==> config.mk <==
export PLATFORM = sky130hd
export DESIGN_NAME = mult_booth
export DESIGN_NICKNAME = d
export VERILOG_FILES = /design/src/rtl/mult_booth.sv
export SDC_FILE = /design/constraint.sdc
export NUM_CORES = 1
export LEC_CHECK = 0
export CAP_MARGIN = 20
export CORE_ASPECT_RATIO = 0.7
export CORE_MARGIN = 2
export CORE_UTILIZATION = 55
export DETAILED_ROUTE_END_ITERATION = 10
export PLACE_DENSITY = 0.78
export SYNTH_ARGS = -nofsm -noshare
export SYNTH_HDL_FRONTEND = slang
export SYNTH_SLANG_ARGS = --single-unit
==> constraint.sdc <==
create_clock -name clk -period 5.4 [get_ports clk]
set_input_delay 1.08 -clock clk [delete_from_list [all_inputs] [get_ports clk]]
set_output_delay 1.08 -clock clk [all_outputs]
set_load 0.01 [all_outputs]
==> src/rtl/mult_booth.sv <==
// Sequential signed 32x32 radix-2 Booth multiplier; one Booth step per clock,
// 64-bit product presented as registered hi/lo with a one-cycle done pulse.
module mult_booth (
  input  logic        clk,
  input  logic        reset,
  input  logic        start,
  input  logic [31:0] a,
  input  logic [31:0] b,
  output logic [31:0] hi,
  output logic [31:0] lo,
  output logic        busy,
  output logic        done
);

  typedef enum logic [1:0] {IDLE, RUN, DONE} state_t;

  state_t             state, state_nxt;
  logic signed [32:0] acc, m;
  logic [31:0]        q;
  logic               q_1;
  logic [5:0]         count;

  logic signed [32:0] acc_sum, acc_sh;
  logic [31:0]        q_sh;
  logic               accept, last_step;

  // Add/subtract selection for one radix-2 Booth step; the 33-bit width keeps
  // A - M exact when M is the most negative 32-bit value.
  function automatic logic signed [32:0] booth_add(input logic [1:0] sel,
                                                   input logic signed [32:0] acc_v,
                                                   input logic signed [32:0] m_v);
    case (sel)
      2'b01:   return acc_v + m_v;
      2'b10:   return acc_v - m_v;
      default: return acc_v;
    endcase
  endfunction

  always_comb begin
    acc_sum   = booth_add({q[0], q_1}, acc, m);
    acc_sh    = {acc_sum[32], acc_sum[32:1]};
    q_sh      = {acc_sum[0], q[31:1]};
    accept    = start && (state == IDLE || state == DONE);
    last_step = (state == RUN) && (count == 6'd31);
  end

  always_comb begin
    state_nxt = state;
    case (state)
      IDLE:    if (start) state_nxt = RUN;
      RUN:     if (count == 6'd31) state_nxt = DONE;
      DONE:    state_nxt = start ? RUN : IDLE;
      default: state_nxt = IDLE;
    endcase
  end

  always_ff @(posedge clk) begin
    if (reset) begin
      state <= IDLE;
      acc   <= '0;
      m     <= '0;
      q     <= '0;
      q_1   <= 1'b0;
      count <= '0;
      hi    <= '0;
      lo    <= '0;
    end else begin
      state <= state_nxt;
      if (accept) begin
        acc   <= '0;
        m     <= $signed({a[31], a});
        q     <= b;
        q_1   <= 1'b0;
        count <= '0;
      end else if (state == RUN) begin
        acc   <= acc_sh;
        q     <= q_sh;
        q_1   <= q[0];
        count <= count + 6'd1;
      end
      // Result is taken from the post-shift values of the 32nd step.
      if (last_step) begin
        hi <= acc_sh[31:0];
        lo <= q_sh;
      end
    end
  end

  assign busy = (state == RUN);
  assign done = (state == DONE);

endmodule

==> results.md <==
* Cells after Synth at 1133
* Starting Density at 56.4%
* Synthesized flop and latch total at 169
* Synth area leaders: dfxtp_1 (39%), a21oi_1 (8.1%), nand2_1 (7.9%)
* DIE HEIGHT at 109 µm
* Synth warnings at 0
* Row cnt at 38
* Area growth from synthesis to layout at 22.8%
* DP Area at 0.0101 mm²
* Register-to-register setup slack at 0.89 ns
* Layout cell share with drive strength beyond 1 at 5.10%
* # DRC at 0
* Synth area leader: dfxtp_1
* Reg-to-reg endpoint: hi[26]
* Crit path kind: reg2reg
* Initial DRC Count at 740
* Yosys cell types at 68
* Min-delay src: lo[27]
* Fin crit share at 83.6%
* Worst VDD drop at 0.000202 V
* Pin count of the biggest net entering global routing at 109
* Sequential area share after synthesis at 38.7%
* CP Capture Type: flip-flop
* Chip width at 155 µm
* Vias/cell at 5.81
* Hold Crit Class: reg2reg
* WL/cell at 16.8 µm
* GRT overflow at 0
* TritonCTS clock tree: done
* Outcome: finished, final reports clean
* Worst Hold Depth at 2
* Core ar. at 0.0155 mm²
* Final wirelength at 24.2 mm
* Synth Net Count at 1236
* Crit path arrival time at 4.83 ns
* Final setup TNS at 0 ns
* # resized after CTS at 0
* Port Buffers at 132
* Synth Cell Area at 0.00874 mm²
* Die ar. at 0.0169 mm²
* Biggest fanout along the worst timing path at 7
* Most frequent cells in the layout: nand2_1 (183), dfxtp_1 (169), a21oi_1 (142)
* Post-synthesis async set-or-reset flop share at 0%
* Initial antenna violation count at 0
* CTS H-tree lvls at 4
* Final Skew at 0.0122 ns
* Leak at 4.00 nW
* Bufs on Longest Clock Path at 2
* Hold endpoint: lo[27]
* Clock transition at path regs at 0.07 ns
* CP max stage delay at 0.63 ns
* Minimum clock period at 4.51 ns
* Number of synthesized flops with an enable pin at 0
* Nets at 1326
* Slew Limit Fails at 0
* Inserted Clock Buffers at 17
* Cells on worst reg2reg path at 16
* Root buffer cell: clkbuf_16
* PwrDens at 316 mW/mm²
* Max Freq at 0.222 GHz
* Global-route wire length before repair at 38.2 mm
* Clock Latency Late Sink at 0.43 ns
* Unrepaired setup endpoints after global routing: no
* Setup-failing EPs final at 0
* # hold bufs at CTS at 0
* # IOs at 133
* DR vias at 8336
* Reg2reg start: m[2]
* Most common cell after layout, fill and taps aside: nand2_1
* Number of global-route vias before repair at 7409
* Final ANT Viol Nets at 0
* Max cap viols at 0
* Worst rel slew slack at 27.9%
* Hold Fails Final Rpt at 0
* Top cell type's share of synthesized area at 38.7%
* Post-CTS Setup Inserts at 0
* Initial DRT Pass Iterations at 6
* Critical-path top delay cell: nor4b_1
* Clock sink count at 169
* Final Cell Area at 0.0107 mm²
* Ant. Diodes at 0
* HPWL after detailed placement at 17.1 mm
* Data required time of the critical path at 5.72 ns
* Fillers at 1327
* Cells along the critical path: nor2_1, nor4b_1, nand2_1, nor2_1, nand2_1, nor2_1, a31oi_1, xnor2_1, ha_1, nand2_1, o21ai_0, or2_2, a211oi_1, nor3_1, or3b_2, a32o_1
* Avg Synthesized Cell Area at 7.71 µm²
* GPL Wtd Cong at 0.934
* Worst-Margin Slew at 1.08 ns
* Crit path launch type: flip-flop
* Aggregate global-route resource usage at 28.5%
* Top_reg_cell synth: dfxtp_1
state kept, by name, indices dropped and copies added (netlist names):
name and cells:
m 32, state 2, q_1 1, q 32, lo 32, count 6, hi 32, acc 32
synth_stat cells (2+ instances only):
cell type / n
nand2_1: 183
dfxtp_1: 169
a21oi_1: 142
nor2_1: 116
o21ai_0: 64
clkbuf_1: 60
nor3_1: 52
xnor2_1: 42
ha_1: 35
o22ai_1: 31
a211oi_1: 23
a31oi_1: 20
inv_1: 20
nand3_1: 15
mux2i_1: 14
nand2b_1: 11
nor2b_1: 11
a21o_1: 9
nor4_1: 9
xor2_1: 9
buf_1: 8
nand4_1: 7
o21a_1: 7
and3_1: 6
o211ai_1: 5
or3_1: 5
and2_1: 4
o21bai_1: 4
o211a_1: 3
a211o_1: 2
a221o_1: 2
a32o_1: 2
and4b_1: 2
buf_4: 2
buf_6: 2
nor3b_1: 2
o31a_1: 2
o31ai_1: 2
or3b_2: 2
power by group:
group,total (mW),internal [mW],switching [mW]
clock network,1.22,0.632,0.585
registers,1.36,1.30,0.0547
logic,0.820,0.330,0.490
total,3.39,2.26,1.13
critical path: cells and delay by family, from the launching register on:
| kind | cells | cell delay, ns |
|---|---|---|
| AO/OA/AOI/OAI | 4 | 0.79 |
| XOR/XNOR | 1 | 0.33 |
| adder cells (fa/ha/maj) | 1 | 0.36 |
| flip-flops | 1 | 0.34 |
| AND/OR/NAND/NOR | 10 | 2.58 |
layer usage:
metal,vias to the layer above,wire length [µm],GRT usage [%]
met3,28,2110,6.90
met1,3800,12200,43.9
met2,331,9590,39.8
met5,-,0,0
li1,4177,-,-
met4,0,252,6.08
worst max path at each step:
| stage | from | to | slack (ns) |
|---|---|---|---|
| 4_1_cts | m[2] | hi[26] | 0.97 |
| 2_1_floorplan | m[5] | hi[26] | 1.61 |
| 3_3_place_gp | m[2] | hi[26] | 1.07 |
| 5_1_grt | m[2] | hi[31] | 0.56 |
| 6_report | m[2] | hi[26] | 0.89 |
| 3_5_place_dp | m[2] | hi[26] | 1.0 |
per-stage QoR:
step / utilization (%) / instances / hold WS [ns] / power, mW / worst slack [ns]
after floorplan: - / 1133 / 0.436 / 1.95 / 1.61
after global placement: 65.2 / 1402 / 0.443 / 2.17 / 1.07
after detailed placement: 65.2 / 1402 / 0.446 / 2.17 / 0.995
after CTS: 68.9 / 1434 / 0.456 / 3.37 / 0.969
after global routing: 69.2 / 1436 / 0.466 / 3.54 / 0.560
final: 69.2 / 1436 / 0.453 / 3.39 / 0.888
cell type report:
cell class | instances | area, µm² | share of cell area [%]
timing repair buffer | 144 | 1440 | 13.4
tap | 200 | 250 | 2.33
clock buffer | 18 | 439 | 4.09
inverter | 21 | 78.8 | 0.735
sequential | 169 | 3380 | 31.5
clock inverter | 14 | 145 | 1.35
multi-input combinational | 870 | 4990 | 46.5
cell families after synthesis:
group,synth area share (%)
buffers and inverters,4.31
AND/OR/NAND/NOR,22.5
flip-flops,38.7
XOR/XNOR,5.11
multiplexers,1.60
adder cells (fa/ha/maj),5.24
AO/OA/AOI/OAI,22.5
Power figures use the tool's default switching activity.
